--- src/rtl/t07_mmio_bridge.sv ---
// t07_mmio_bridge
// Bus-side stage behind the t07 memory handler. It takes the handler's
// level-held request (rwi_i/addr_i/wdata_i) and runs one Wishbone classic
// cycle per request. The falling edge of busy tells the handler that the
// transaction is complete. Fetch data lands in instr_o and load data lands
// in dataMMIO_o.
//
// Ports:
//   clk, rst          clock and synchronous active-high reset
//   rwi_i[1:0]        request code: 00 idle, 01 write, 10 read, 11 fetch
//   addr_i, wdata_i   request address and write data
//   busy              high while a bus transaction is in flight
//   dataMMIO_o        result of the last read
//   instr_o           result of the last fetch
//   timeout_o         one-cycle pulse when a transaction is aborted
//   wb_*              Wishbone classic-cycle master port
//
// Optional feature macro: T07_MMIO_TIMEOUT_EN
//   When this macro is defined, a transaction that is not acknowledged
//   within TIMEOUT_CYCLES bus cycles is aborted. A read or fetch that
//   times out returns ERR_WORD.
module t07_mmio_bridge #(
    parameter int          TIMEOUT_CYCLES = 255,
    parameter logic [31:0] ERR_WORD       = 32'hBAD0_BAD0
) (
    input  logic        clk,
    input  logic        rst,
    input  logic [1:0]  rwi_i,
    input  logic [31:0] addr_i,
    input  logic [31:0] wdata_i,
    output logic        busy,
    output logic [31:0] dataMMIO_o,
    output logic [31:0] instr_o,
    output logic        timeout_o,
    output logic        wb_cyc_o,
    output logic        wb_stb_o,
    output logic        wb_we_o,
    output logic [3:0]  wb_sel_o,
    output logic [31:0] wb_adr_o,
    output logic [31:0] wb_dat_o,
    input  logic [31:0] wb_dat_i,
    input  logic        wb_ack_i
);

    localparam logic [1:0] RWI_WRITE = 2'b01;
    localparam logic [1:0] RWI_READ  = 2'b10;
    localparam logic [1:0] RWI_FETCH = 2'b11;

    typedef enum logic [1:0] {
        S_IDLE = 2'd0,
        S_BUS  = 2'd1,
        S_DONE = 2'd2
    } state_t;

    state_t     state;
    logic [1:0] req_rwi;

    // Every transfer uses the full 32-bit word. Narrower data has already
    // been sized upstream.
    assign wb_sel_o = 4'hF;

`ifdef T07_MMIO_TIMEOUT_EN
    // The abort fires on the last allowed BUS cycle. This gives exactly
    // TIMEOUT_CYCLES bus cycles before cyc/stb drop.
    localparam int LIMIT = (TIMEOUT_CYCLES > 0) ? TIMEOUT_CYCLES - 1 : 0;
    logic [15:0] wait_cnt;
`else
    logic unused_cfg;
    assign unused_cfg = ^{ERR_WORD, 32'(TIMEOUT_CYCLES)};
    assign timeout_o  = 1'b0;
`endif

    always_ff @(posedge clk) begin
        if (rst) begin
            state      <= S_IDLE;
            req_rwi    <= 2'b00;
            busy       <= 1'b0;
            wb_cyc_o   <= 1'b0;
            wb_stb_o   <= 1'b0;
            wb_we_o    <= 1'b0;
            wb_adr_o   <= 32'h0;
            wb_dat_o   <= 32'h0;
            dataMMIO_o <= 32'h0;
            instr_o    <= 32'h0;
`ifdef T07_MMIO_TIMEOUT_EN
            timeout_o  <= 1'b0;
            wait_cnt   <= 16'h0;
`endif
        end else begin
`ifdef T07_MMIO_TIMEOUT_EN
            timeout_o <= 1'b0;
`endif
            case (state)
                S_IDLE: begin
                    if (rwi_i != 2'b00) begin
                        // The bus registers double as the request latch.
                        // Inputs are not looked at again until IDLE.
                        req_rwi  <= rwi_i;
                        wb_adr_o <= addr_i;
                        wb_dat_o <= (rwi_i == RWI_WRITE) ? wdata_i : 32'h0;
                        wb_we_o  <= (rwi_i == RWI_WRITE);
                        wb_cyc_o <= 1'b1;
                        wb_stb_o <= 1'b1;
                        busy     <= 1'b1;
                        state    <= S_BUS;
`ifdef T07_MMIO_TIMEOUT_EN
                        wait_cnt <= 16'h0;
`endif
                    end
                end
                S_BUS: begin
                    if (wb_ack_i) begin
                        if (req_rwi == RWI_READ)  dataMMIO_o <= wb_dat_i;
                        if (req_rwi == RWI_FETCH) instr_o    <= wb_dat_i;
                        wb_cyc_o <= 1'b0;
                        wb_stb_o <= 1'b0;
                        wb_we_o  <= 1'b0;
                        busy     <= 1'b0;
                        state    <= S_DONE;
                    end
`ifdef T07_MMIO_TIMEOUT_EN
                    // An ack that arrives on the limit cycle takes the branch above.
                    else if (wait_cnt == 16'(LIMIT)) begin
                        if (req_rwi == RWI_READ)  dataMMIO_o <= ERR_WORD;
                        if (req_rwi == RWI_FETCH) instr_o    <= ERR_WORD;
                        wb_cyc_o  <= 1'b0;
                        wb_stb_o  <= 1'b0;
                        wb_we_o   <= 1'b0;
                        busy      <= 1'b0;
                        timeout_o <= 1'b1;
                        state     <= S_DONE;
                    end else begin
                        wait_cnt <= wait_cnt + 16'd1;
                    end
`endif
                end
                S_DONE: begin
                    // This one dead cycle lets the handler see busy fall
                    // before a still-held request can re-issue.
                    state <= S_IDLE;
                end
                default: state <= S_IDLE;
            endcase
        end
    end

endmodule

--- config.mk ---
export PLATFORM = sky130hd
export DESIGN_NAME = t07_mmio_bridge
export DESIGN_NICKNAME = d
export VERILOG_FILES = /design/src/rtl/t07_mmio_bridge.sv
export SDC_FILE = /design/constraint.sdc
export NUM_CORES = 1
export LEC_CHECK = 0
export ABC_AREA = 1
export CORE_MARGIN = 4
export CORE_UTILIZATION = 30
export CTS_BUF_LIST = sky130_fd_sc_hd__clkbuf_2 sky130_fd_sc_hd__clkbuf_4 sky130_fd_sc_hd__clkbuf_8
export DETAILED_ROUTE_END_ITERATION = 8
export DONT_BUFFER_PORTS = 1
export GPL_TIMING_DRIVEN = 0
export PLACE_DENSITY = 0.52
export SETUP_SLACK_MARGIN = 0.3
export SLEW_MARGIN = 5
export SYNTH_ARGS = -nofsm -noshare
export SYNTH_HDL_FRONTEND = slang
export SYNTH_SLANG_ARGS = --single-unit
--- constraint.sdc ---
create_clock -name clk -period 2.2 [get_ports clk]
set_clock_uncertainty 0.15 [all_clocks]
set_input_delay 0.33 -clock clk [delete_from_list [all_inputs] [get_ports clk]]
set_output_delay 0.33 -clock clk [all_outputs]
set_load 0.02 [all_outputs]
==> impl_metrics.ini, run 1 <==
[floorplanning]
die_h_um = 139
dieArea_mm2 = 0.0193
coreArea_mm2 = 0.0167
die_x_um = 139
rows = 47
ios = 238
start_util = 0.308

[setup_path]
critPathMaxFanout = 9
arrival_ns = 1.89
required_ns = 2.41
startpoint = state[0]$_SDFFE_PP0P_
end_kind = flop
worst-setup-path-type = flop to flop
startpoint_type = flop
r2r_start = state[0]$_SDFFE_PP0P_

[drt]
first_pass_iters = 4
ant_nets = 0
drtIter0Drc = 161
highest_layer = met4
avgRoutedWirePerCell_um = 14.9
wl_mm = 15.7
via_per_inst = 4.40
vias = 4625
route.met3.wl_mm = 1.44
wl_met2_mm = 7.48
route.detailed.drc = 0
wl_met1_mm = 6.63

[power_and_ir_drop]
p_int_mw = 4.18
p_sw_frac = 0.271
seqPwrFrac = 0.483
p_leak_nw = 2.91
p_per_area_mw_per_mm2 = 829
ir_drop_mv = 0.437
combPwrFrac = 0.108
clkPwrFrac = 0.408
p_sw_mw = 1.55

[timing]
tns_ns = 0
finalSetupViolations = 0
slew_violations = 0
hold_viol = 0
fmax_mhz = 596
finalWorstSetupSlack_ns = 0.523
rsz0062_at_grt = false
min_period_ns = 1.68
period_share = 0.762

[grt]
grt_pass1_vias = 4679
grt_pass1_wl_mm = 24.9
antenna_found_initial = 0
grt_max_degree = 17
grt_usage = 0.160
grt_remaining_overflow = 0

[layout]
diodes = 0
synthToLayoutAreaGrowth_pct = 34.3
post-route-util = 0.414
fillCellCount = 1756
drive_gt1_frac = 0.0889
layout.nets = 921

[yosys]
syn_inst = 695
synth.top_cells.by_count = nor2_1 (194), nand2_1 (167), dfxtp_1 (134)
syn_area_per_cell_um2 = 7.41
synth.top_cell.area_share = 0.521
ys_seq_area_frac = 0.521
ys_warn_count = 0
yosysTopAreaCell = dfxtp_1
synth.distinct_cells = 19
async_flop_share = 0
ys.flop_type = dfxtp_1
ys_ff_latch = 134
synth-edff-count = 0
yosysMostFrequentCell = nor2_1
netlist_area_mm2 = 0.00515
synth.area.top_cells = dfxtp_1 (52%), nor2_1 (14%), nand2_1 (12%)

[clock_network]
clkTransAtPathRegs_ns = 0.08
cts_resized = 0
cts_tree = yes
cts.sinks = 134
root_buffer = clkbuf_8
htree_levels = 4
cts_buffers = 17
clock_latency_ns = 0.43
clockBufferDepth = 2

[min_path]
hp-class = primary input to flop
hold_path_startpoint = rst

[flow_run]
drv_cap = 0

[placed_design]
post-place-ws_ns = 0.379
port_buffers = 0
place.detailed.hpwl_mm = 11.0
gp_congestion = 0.779

[run_status]
outcome = complete, no violations
[cell type report]
cell class	instances	area [um2]	share of cell area
sequential	134	2680	0.388
multi-input combinational	477	1980	0.286
timing repair buffer	103	1030	0.149
buffer	49	354	0.0512
tap	220	275	0.0398
clock buffer	18	241	0.0349
clock inverter	13	206	0.0299
inverter	38	143	0.0206
[layout by cell type (no fill, tap or decap), drive strengths merged]
master / count
dfxtp: 134
or2: 1
o21ai: 32
dlygate4sd3: 103
clkinvlp: 2
bufinv: 5
conb: 5
inv: 38
clkinv: 6
buf: 40
clkbuf: 27
nand3: 36
a21oi: 37
nor2: 197
nand2: 169
[repair_timing]
action,CTS,global route
hold endpoints to repair,133,0
setup buffers,0,0
endpoints found under the setup margin,0,0
hold buffers,103,0
[power groups by stage]
| stage | registers (mW) | logic, mW | clock network [mW] |
|---|---|---|---|
| finish | 2.77 | 0.621 | 2.34 |
| global route | 2.78 | 0.702 | 2.52 |
| CTS | 2.77 | 0.624 | 2.43 |
| detailed placement | 2.83 | 0.473 | 0 |
| global placement | 2.83 | 0.470 | 0 |
| floorplan | 2.79 | 0.375 | 0 |
[per-layer routing]
metal  vias up  track usage
li1       2374            -
met1      2060        0.192
met2       178        0.260
met3        13       0.0748
met4         0       0.0443
met5         -            0
[state kept, by name, indices dropped and copies added (netlist names)]
register,count
wb_stb_o,1
instr_o,32
wb_we_o,1
req_rwi,2
state,2
wb_adr_o,32
wb_dat_o,32
dataMMIO_o,32
[worst paths after layout]
check	cells past startpoint	slack [ns]	to
max	4	0.52	wb_dat_o[1]$_SDFFE_PP0P_
max reg2reg	4	0.52	wb_dat_o[1]$_SDFFE_PP0P_
min	2	0.14	state[1]$_SDFFE_PP0P_
min reg2reg	2	0.33	req_rwi[0]$_SDFFE_PP0P_
[metrics by stage]
stage               cells  hold slack [ns]  cell area, um2  power [mW]
finish               1052            0.143            6910        5.73
detailed placement    918            0.321            5430        3.30
floorplan             698            0.303            5160        3.17
CTS                  1052            0.115            6910        5.83
global route         1052            0.121            6910        6.01
global placement      918            0.320            5430        3.30
[cells by family (layout without fill, tap and decap cells)]
group / Yosys count / in the layout / synth area share
flip-flops: 134 / 134 / 0.521
buffers and inverters: 87 / 221 / 0.0965
AO/OA/AOI/OAI: 69 / 69 / 0.0671
AND/OR/NAND/NOR: 403 / 403 / 0.314
other: 2 / 5 / 0.00146
[worst max-delay path: stages (launching register included)]
cell           delay [ns]
dfxtp_1              0.36
nor2_4               0.24
nand3_1              0.11
dlygate4sd3_1        0.59
a21oi_1              0.14
Note: power is estimated with default switching activity, not from simulation.
==> run 2: changes to the inputs <==
Clock period 2.2 ns to 1.7 ns, I/O delays scaled along.
==> run 2 against run 1 <==
Against the previous run: total power up 31%; setup slack worse by 0.20 ns; final cell count grew 1.1%; via count rose by 2.1%; die area is the same; largest cell class unchanged.
==> impl_metrics.ini, run 2 (synthesis gave the netlist of run 1 again) <==
[drt]
first_pass_iters = 4
ant_nets = 0
avgRoutedWirePerCell_um = 15.3
route.met3.wl_mm = 1.49
via_per_inst = 4.44
wl_met2_mm = 7.85
drtIter0Drc = 180
route.detailed.drc = 0
wl_met1_mm = 6.69
wl_mm = 16.2
highest_layer = met4
vias = 4720

[clock_network]
cts_tree = yes
clock_latency_ns = 0.43
cts.sinks = 134
clkTransAtPathRegs_ns = 0.08
htree_levels = 4
cts_buffers = 17
root_buffer = clkbuf_8
clockBufferDepth = 2

[setup_path]
cp_num_buf_inv = 1
worst-setup-path-type = flop to primary output
cp_slowest_cell = dfxtp_4
critPathMaxFanout = 4
path_cells = buf_6
crit_family = flip-flops
end_kind = primary output
required_ns = 1.29
startpoint_type = flop
arrival_ns = 0.98
cpPeakStageDelay_ns = 0.41

[grt]
grt_max_degree = 17
grt_pass1_vias = 4694
antenna_found_initial = 0
grt_remaining_overflow = 0
grt_pass1_wl_mm = 25.1
grt_usage = 0.161

[floorplanning]
die_x_um = 139
ios = 238
die_h_um = 139
start_util = 0.308
rows = 47
dieArea_mm2 = 0.0193
coreArea_mm2 = 0.0167

[power_and_ir_drop]
power_mw = 7.50
ir_drop_mv = 0.566
p_per_area_mw_per_mm2 = 1040
p_leak_nw = 3.03

[placed_design]
port_buffers = 0
place_inst = 918
gp_congestion = 0.779
place.detailed.hpwl_mm = 11.0

[timing]
hold_viol = 0
fmax_mhz = 724
slew_violations = 0
finalSetupViolations = 0
min_period_ns = 1.38
rsz0062_at_grt = true
period_share = 0.812

[flow_run]
drv_cap = 0

[min_path]
hp-class = primary input to flop

[layout]
diodes = 0
final_cell_mix = nor2_1 (194), nand2_1 (167), dfxtp_1 (123)
fin_cells = 1064
drive_gt1_frac = 0.123
synthToLayoutAreaGrowth_pct = 39.6
fillCellCount = 1748
layout_commonest_cell = nor2_1
layout.nets = 933

[run_status]
outcome = complete, no violations
==> run 2: cell count changes in the layout (fill, tap and decap cells not counted), sizes merged <==
cell         previous run  this run
clkbuf                 27        30
dlygate4sd3           103       100
buf                    40        51
nor2                  197       198
==> run 2: area by class of cell <==
cell class                 instances  area, um2  area share
buffer                            49        414      0.0576
sequential                       134       2700       0.376
tap                              220        275      0.0383
clock buffer                      18        241      0.0336
inverter                          38        145      0.0202
clock inverter                    13        206      0.0287
timing repair buffer             114       1180       0.165
multi-input combinational        478       2020       0.281
==> run 2: worst paths after layout <==
kind | from | endpoint | slack [ns] | cells after the start
setup / recovery | wb_stb_o$_SDFFE_PP0P_ | wb_cyc_o | 0.32 | 1
setup reg to reg | state[0]$_SDFFE_PP0P_ | wb_dat_o[4]$_SDFFE_PP0P_ | 0.33 | 6
hold reg to reg | req_rwi[0]$_SDFFE_PP0P_ | req_rwi[0]$_SDFFE_PP0P_ | 0.34 | 2
hold / removal | wb_ack_i | dataMMIO_o[10]$_SDFFE_PP0P_ | 0.05 | 5
==> run 2: what timing repair did <==
action / in CTS / in global routing
hold endpoints to repair: 134 / 0
hold buffers: 100 / 0
setup buffers: 5 / 4
resized for setup: 8 / 51
endpoints found under the setup margin: 115 / 120
cloned: 0 / 6
pin swaps: 3 / 6
==> run 2: tightest hold or removal path, cell delays in order <==
cell and delay, ns:
nand3_4 0.11, nor2_4 0.06, nand2_1 0.06, nand2_1 0.04
nor2_1 0.07
==> run 2: metal layers <==
metal / track usage / up-vias
li1: - / 2402
met1: 0.193 / 2120
met2: 0.261 / 182
met3: 0.0748 / 16
met4: 0.0443 / 0
met5: 0 / -
==> run 2: metrics by stage <==
stage	TNS, ns	utilization	hold WS, ns	setup WS [ns]	cell area [um2]
4_1_cts	0	0.415	0.0231	0.251	6940
2_1_floorplan	0	-	0.268	0.440	5160
6_report	0	0.430	0.0518	0.320	7190
3_3_place_gp	-0.0598	0.325	0.275	-0.0138	5430
3_5_place_dp	-0.423	0.325	0.277	-0.0459	5430
5_1_grt	0	0.430	0.0496	0.249	7190
==> run 2: where the power goes <==
group / switching (mW) / total, mW / leakage [nW] / internal (mW)
clock network: 1.28 / 3.04 / 0.222 / 1.75
logic: 0.458 / 0.870 / 1.71 / 0.412
registers: 0.300 / 3.59 / 1.10 / 3.29
total: 2.04 / 7.50 / 3.03 / 5.46
